===== src/rtl/ram_rd_stream.sv =====
// Streams a (start address, word count) request out of a 2-cycle-latency RAM read port
// as a ready/valid stream, using a credit-checked output FIFO to absorb backpressure.
module ram_rd_stream #(
   parameter int unsigned ADDR_BITS  = 10,
   parameter int unsigned DATA_BITS  = 64,
   parameter int unsigned FIFO_DEPTH = 4
) (
   input  logic                 clk,
   input  logic                 rst,
   input  logic                 req_valid,
   output logic                 req_ready,
   input  logic [ADDR_BITS-1:0] req_addr,
   input  logic [ADDR_BITS:0]   req_len,
   output logic                 b_en,
   output logic [ADDR_BITS-1:0] b_addr,
   input  logic [DATA_BITS-1:0] b_data_out,
   output logic                 m_valid,
   input  logic                 m_ready,
   output logic [DATA_BITS-1:0] m_data,
   output logic                 m_last,
   output logic                 busy,
   output logic                 done
);

   localparam int unsigned PTR_W = $clog2(FIFO_DEPTH);
   localparam int unsigned CNT_W = PTR_W + 1;
   localparam int unsigned OCC_W = CNT_W + 1;
   localparam int unsigned LEN_W = ADDR_BITS + 1;

   typedef enum logic [1:0] {IDLE, ISSUE, DRAIN} state_t;

   state_t               state;
   logic [LEN_W-1:0]     remaining;
   logic                 s1_valid, s1_last, s2_valid, s2_last;
   logic [DATA_BITS-1:0] fifo_data [FIFO_DEPTH];
   logic                 fifo_last [FIFO_DEPTH];
   logic [PTR_W-1:0]     wr_ptr, rd_ptr;
   logic [CNT_W-1:0]     fifo_count, count_nxt;
   logic [OCC_W-1:0]     occupancy;
   logic                 credit, issue, last_issue, push, pop;

   assign m_data = fifo_data[rd_ptr];
   assign m_last = m_valid && fifo_last[rd_ptr];

   // Credit counts both queued and in-flight words so landing data always has room.
   always_comb begin
      occupancy  = OCC_W'(fifo_count) + OCC_W'(s1_valid) + OCC_W'(s2_valid);
      credit     = occupancy < OCC_W'(FIFO_DEPTH);
      issue      = (state == ISSUE) && credit;
      last_issue = issue && (remaining == LEN_W'(1));
      push       = s2_valid;
      pop        = m_valid && m_ready;
      count_nxt  = fifo_count;
      if (push && !pop)
         count_nxt = fifo_count + CNT_W'(1);
      else if (!push && pop)
         count_nxt = fifo_count - CNT_W'(1);
   end

   // FIFO storage needs no reset; validity is carried by the count.
   always_ff @(posedge clk) begin
      if (push) begin
         fifo_data[wr_ptr] <= b_data_out;
         fifo_last[wr_ptr] <= s2_last;
      end
   end

   always_ff @(posedge clk) begin
      if (rst) begin
         state      <= IDLE;
         req_ready  <= 1'b0;
         busy       <= 1'b0;
         done       <= 1'b0;
         b_en       <= 1'b0;
         b_addr     <= '0;
         remaining  <= '0;
         s1_valid   <= 1'b0;
         s1_last    <= 1'b0;
         s2_valid   <= 1'b0;
         s2_last    <= 1'b0;
         wr_ptr     <= '0;
         rd_ptr     <= '0;
         fifo_count <= '0;
         m_valid    <= 1'b0;
      end else begin
         b_en       <= 1'b1;
         done       <= 1'b0;
         s1_valid   <= issue;
         s1_last    <= last_issue;
         s2_valid   <= s1_valid;
         s2_last    <= s1_last;
         fifo_count <= count_nxt;
         m_valid    <= (count_nxt != '0);
         if (push)
            wr_ptr <= wr_ptr + PTR_W'(1);
         if (pop)
            rd_ptr <= rd_ptr + PTR_W'(1);

         case (state)
            IDLE: begin
               req_ready <= 1'b1;
               if (req_valid && req_ready) begin
                  b_addr    <= req_addr;
                  remaining <= req_len;
                  if (req_len == '0) begin
                     done <= 1'b1;
                  end else begin
                     state     <= ISSUE;
                     req_ready <= 1'b0;
                     busy      <= 1'b1;
                  end
               end
            end
            ISSUE: begin
               if (issue) begin
                  b_addr    <= b_addr + ADDR_BITS'(1);
                  remaining <= remaining - LEN_W'(1);
                  if (last_issue)
                     state <= DRAIN;
               end
            end
            DRAIN: begin
               if (pop && m_last) begin
                  state     <= IDLE;
                  done      <= 1'b1;
                  busy      <= 1'b0;
                  req_ready <= 1'b1;
               end
            end
            default: state <= IDLE;
         endcase
      end
   end

endmodule


===== config.mk =====
export PLATFORM = sky130hd
export DESIGN_NAME = ram_rd_stream
export DESIGN_NICKNAME = d
export VERILOG_FILES = /design/src/rtl/ram_rd_stream.sv
export SDC_FILE = /design/constraint.sdc
export NUM_CORES = 1
export LEC_CHECK = 0
export BUFFER_PORTS_ARGS = -buffer_cell sky130_fd_sc_hd__clkbuf_2
export CAP_MARGIN = 20
export CORE_MARGIN = 2
export CORE_UTILIZATION = 25
export CTS_CLUSTER_SIZE = 12
export DETAILED_ROUTE_END_ITERATION = 8
export GPL_TIMING_DRIVEN = 0
export HOLD_SLACK_MARGIN = 0.02
export PLACE_DENSITY_LB_ADDON = 0.3
export REMOVE_ABC_BUFFERS = 1
export SETUP_SLACK_MARGIN = 0.1
export SKIP_CTS_REPAIR_TIMING = 1
export SYNTH_ARGS = -nofsm -noshare
export SYNTH_HDL_FRONTEND = slang
export SYNTH_SLANG_ARGS = --single-unit

===== constraint.sdc =====
create_clock -name clk -period 3.2 [get_ports clk]
set_input_delay 0.48 -clock clk [delete_from_list [all_inputs] [get_ports clk]]
set_output_delay 0.48 -clock clk [all_outputs]
set_load 0.05 [all_outputs]

==> results.ini, run 1 <==
[drt]
wl_per_cell_um = 18.4
drt_first_pass_iters = 5
vias_per_cell = 4.48
dr_total_vias = 6363
wirelength_um = 26200
drtAntennaViolNets = 0
route.detailed.drc = 0
detail_route.iter0.violations = 341

[final_layout]
syn_to_final_growth_pct = 24.4
diodes = 0
nets = 894
design_area_um2 = 14400
drive_above_1_share_pct = 37.4

[synth]
synth_top_flop_cell = edfxtp_1
synth_cell_types = 59
syn_inst = 614
syn-cell-area_um2 = 11600
seq_area_frac_synth_pct = 74.3
yosysWarnings = 0
synth_edf_count = 260
synthArstFlopShare_pct = 0
syn-mean-instance-area_um2 = 18.9
ys_ff_latch = 301

[die]
start_util_pct = 25.5
fp.dieArea_um2 = 48200
core_um2 = 45600
die_w_um = 220
std_cell_rows = 78
die_y_um = 220
io_pins = 169

[clock_tree]
clock_path_buffers = 3
clock_latency_ns = 0.53
clock-sinks = 301
clkTransAtPathRegs_ns = 0.06
cts_htree_levels = 2
cts_buffers = 35
clockRootBuffer = clkbuf_16
cts_tree = done

[sta]
fin_crit_sh_pct = 88.0
timing.fmax_ghz = 0.355
setup-violations-final = 0
finalHoldViolCount = 0
worst_pin_slew_ns = 1.11
fin_skew_ns = 0.0184
drv_slew = 0
rsz0062_at_grt = no
setup_tns_ns = 0
fin_crit_ns = 2.82
slew_headroom_pct = 26.1

[grt]
track_usage_pct = 10.9
first_global_vias = 6682
grt_pass1_wl_um = 39500
grt_max_degree = 42
antenna_found_initial = 4
gr-total-overflow = 0

[setup_path]
required_ns = 2.72
endpoint_kind = output port
crit_path_max_fanout = 37
start_kind = register
worstPathArrival_ns = 2.34
crit_type = register to output port

[pwr]
power_switching_w = 0.00283
ir_worst_vdd_mv = 0.533
seqPwrFrac_pct = 43.8
p_leak_nw = 4.85
clkPwrFrac_pct = 39.0
p_int_w = 0.00742
power_density_nw_per_um2 = 710
comb_power_share_pct = 17.2
p_sw_share_pct = 27.6

[place]
place_area_um2 = 13300
portBuffers = 168
place_congestion = 0.763
dp_hpwl_um = 15900

[status]
outcome = completed

[run]
drv_cap = 0

[hold_path]
hp-class = input port to register

-- layer usage --
layer | part of all wire (%) | global-route usage (%) | vias up
met5 | 0.20 | 0 | -
met4 | 2.4 | 3.60 | 8
met3 | 7.8 | 3.49 | 55
met2 | 46 | 17.0 | 200
met1 | 43 | 14.3 | 3212
li1 | - | - | 2888
-- worst paths after layout --
check                           to  depth (start not counted)  slack [ns]      startpoint
hold reg to reg            s2_last                          1        0.45         s1_last
hold / removal    fifo_data[3][50]                          1        0.17  b_data_out[50]
setup / recovery        m_data[44]                          3        0.38        register
setup reg to reg              done                          3        0.80        state[0]
-- power groups by stage --
stage	Combinational, W	Clock (W)	Sequential [W]
finish	0.00176	0.00400	0.00449
global route	0.00188	0.00429	0.00451
CTS	0.00174	0.00414	0.00452
detailed placement	0.00174	0	0.00460
global placement	0.00168	0	0.00469
floorplan	0.00118	0	0.00469
-- cell families (layout without fill, tap and decap cells) --
kind of cell | after synthesis | count (layout) | synth area share (%)
mux | 69 | 69 | 12.9
buf+inv | 42 | 248 | 1.53
simple gates | 100 | 100 | 4.73
compound gates | 86 | 86 | 4.99
fa+ha+maj | 10 | 10 | 1.08
flops | 301 | 301 | 74.3
xor+xnor | 6 | 6 | 0.452
-- synth_stat cells (10+ instances only) --
cell type	n	area, um^2
edfxtp_1	260	7810
mux4_2	65	1460
dfxtp_1	41	821
a21oi_1	24	120
nand2_1	23	86.3
nor2_1	19	71.3
clkbuf_1	17	63.8
buf_2	13	65.1
ha_1	10	125
nor3_1	10	50.1
-- flip-flops by register name, indices dropped and copies added, names as in the netlist, 2 cells and up, named ones only --
register,count
fifo_data,256
remaining,11
b_addr,10
fifo_last,4
fifo_count,3
rd_ptr,2
state,2
wr_ptr,2
-- layout by cell type, fill, tap and decap left out, types with 8 or more instances in the layout --
master,instances
inv_1,8
o21ai_0,8
mux4_2,65
nand2_1,23
edfxtp_1,260
ha_1,10
nor3_1,10
o22ai_1,8
clkbuf_2,168
clkinv_1,9
dfxtp_1,39
a21oi_1,24
nor2_1,19
nand3_1,8
clkbuf_16,37
-- worst max-delay path, stage by stage (launching register included) --
cell and delay, ns:
dfxtp_4 0.61, buf_16 0.32, mux4_2 0.55, clkbuf_2 0.27
-- cell type report --
| type | instances | area (um^2) |
|---|---|---|
| Timing Repair Buffer | 177 | 1040 |
| Sequential cell | 301 | 8640 |
| Fill cell | 4458 | 31100 |
| Clock inverter | 18 | 180 |
| Multi-Input combinational cell | 271 | 2840 |
| Inverter | 9 | 33.8 |
| Tap cell | 600 | 751 |
| Clock buffer | 44 | 972 |
-- per-stage QoR --
step	cells	hold slack (ns)	util, %	setup WS (ns)	total power, W
6_report	1420	0.168	31.7	0.383	0.0103
5_1_grt	1420	0.141	31.7	0.211	0.0107
4_1_cts	1418	0.128	31.6	0.0554	0.0104
3_5_place_dp	1356	0.442	29.1	0.422	0.00634
3_3_place_gp	1349	0.432	28.7	-2.61	0.00637
2_1_floorplan	581	0.414	-	-1.06	0.00587
(Power assumes the default switching activity.)
==> run 2: changes to the inputs <==
--- a/config.mk
+++ b/config.mk
@@ -5,6 +5,7 @@
 export SDC_FILE = /design/constraint.sdc
 export NUM_CORES = 1
 export LEC_CHECK = 0
+export ABC_AREA = 1
 export BUFFER_PORTS_ARGS = -buffer_cell sky130_fd_sc_hd__clkbuf_2
 export CAP_MARGIN = 20
 export CORE_MARGIN = 2
==> run 2 against run 1 <==
Compared with the run above:
- clock-buffer cell count did not move
- non-clock buffer count rose by 2
- hold slack got worse by 0.0046 ns
- sequential power fell by 0.9%
- routed wire length rose by 11%
- utilization fell by 0.34 points
- largest power group unchanged
- worst setup slack got worse by 0.11 ns
- critical path type unchanged
- final cell count rose by 25%
==> results.ini, run 2 <==
[die]
io_pins = 169
std_cell_rows = 79
start_util_pct = 25.5
fp.dieArea_um2 = 49400
die_w_um = 222
core_um2 = 46800
die_y_um = 222

[place]
dp.cells = 1715
place_ws_ns = 0.206
place_area_um2 = 13400
portBuffers = 168
place_congestion = 0.760
dp_hpwl_um = 16800

[final_layout]
reg.largest.list = fifo_data: 256 flops, remaining: 11 flops, b_addr: 10 flops
syn_to_final_growth_pct = 23.1
regMostFlops = fifo_data
design_area_um2 = 14700
instances_no_fill = 1781
drive_above_1_share_pct = 21.6
largest_reg_flops = 256
layout_common_cells = edfxtp_1 (260), nor2_1 (170), clkbuf_2 (168)
nets = 1248
layout_commonest_cell = edfxtp_1

[synth]
seq_area_frac_synth_pct = 72.4
synth_top_area_share_pct = 65.5
synth_cell_types = 30
yosys.area.top_type = edfxtp_1
yosysWarnings = 0
syn_inst = 987
ys_ff_latch = 301
syn-cell-area_um2 = 11900
syn-mean-instance-area_um2 = 12.1
synth_top_flop_cell = edfxtp_1
synth_area_leaders = edfxtp_1 (66%), dfxtp_1 (6.9%), o21ai_0 (5.6%)
netlist_top_cells_count = edfxtp_1 (260), nor2_1 (170), o21ai_0 (133)
synth_edf_count = 260
yosys.cell_count.top_type = edfxtp_1
synthArstFlopShare_pct = 0

[setup_path]
cp_slowest_cell = dfxtp_4
cp_common_cell = buf_16
path_cells = buf_16 -> inv_12 -> buf_16 -> o21ai_0 -> o22ai_1 -> clkbuf_2
required_ns = 2.72
crit_type = register to output port
crit_family = buffers and inverters
crit_path_max_fanout = 76
start_kind = register
slowest_delay_ns = 0.38
endpoint_kind = output port
cp_num_buf_inv = 4
worstPathArrival_ns = 2.45

[sta]
hold_ws_ns = 0.163
fin_crit_sh_pct = 91.5
worst_pin_slew_ns = 0.646
setup_slack_ns = 0.273
slew_headroom_pct = 56.9
fin_crit_ns = 2.93
rsz0062_at_grt = no
timing.fmax_ghz = 0.342
drv_slew = 0
finalHoldViolCount = 0
setup-violations-final = 0
fin_skew_ns = 0.0115

[clock_tree]
cts_htree_levels = 2
clock_path_buffers = 3
cts_buffers = 35
clock_latency_ns = 0.54
clockRootBuffer = clkbuf_16
clkTransAtPathRegs_ns = 0.06
cts_tree = done
clock-sinks = 301

[grt]
gr-total-overflow = 0
grt_pass1_wl_um = 43400
first_global_vias = 7627
track_usage_pct = 11.2
grt_max_degree = 77
antenna_found_initial = 1

[drt]
wl_per_cell_um = 16.3
dr_total_vias = 7935
detail_route.iter0.violations = 356
vias_per_cell = 4.46
drt_first_pass_iters = 5
route.detailed.drc = 0
wirelength_um = 29000
drtAntennaViolNets = 0

[pwr]
p_leak_nw = 5.36
ir_worst_vdd_mv = 0.376
power_density_nw_per_um2 = 716

[hold_path]
hp-class = input port to register

[run]
drv_cap = 0

[status]
outcome = completed

## run 2: area by class of cell
type,count,area [um^2]
multi-input cells,581,2820
flip-flops and latches,301,8640
clock inverters,17,204
clock buffers,44,920
diodes,1,2.50
repair buffers,179,1100
inverters,51,216
fillers,4764,32100
well taps,607,759
## run 2: layer usage
layer | GRT usage (%) | wire, um | vias up
met5 | 0 | 0 | -
li1 | - | - | 3871
met4 | 3.33 | 566 | 0
met1 | 14.2 | 13500 | 3815
met3 | 3.40 | 1740 | 46
met2 | 18.2 | 13200 | 203
## run 2: kinds of logic (layout without fill, tap and decap cells)
family          count (synthesis)  count (layout)  synth area share (%)
buf+inv                       105             291                  3.88
simple gates                  312             312                  10.8
xor+xnor                        5               5                 0.368
fa+ha+maj                      10              10                  1.05
other cells                     0               1                     0
compound gates                254             254                  11.5
flops                         301             301                  72.4
## run 2: report_power, final
group / total, W / switching, W / leakage, nW / internal (W)
logic: 0.00218 / 0.00165 / 2.14 / 0.000528
registers: 0.00445 / 0.0000927 / 2.68 / 0.00435
clock network: 0.00387 / 0.00157 / 0.547 / 0.00231
total: 0.0105 / 0.00331 / 5.36 / 0.00719
## run 2: final timing paths
path,startpoint,to,depth (start not counted),slack [ns]
worst max-delay path,register,m_data[24],6,0.27
worst min-delay path,b_data_out[19],fifo_data[3][19],1,0.16
worst max register to register,state[1],b_addr[7],8,0.95
worst min register to register,s1_last,s2_last,2,0.41
## run 2: stage by stage
stage	setup TNS [ns]	utilization, %	power [W]
5_1_grt	0	31.4	0.0110
6_report	0	31.4	0.0105
2_1_floorplan	-103.52	-	0.00601
3_5_place_dp	0	28.8	0.00666
4_1_cts	-12.45	31.2	0.0106
3_3_place_gp	-444.13	28.3	0.00665
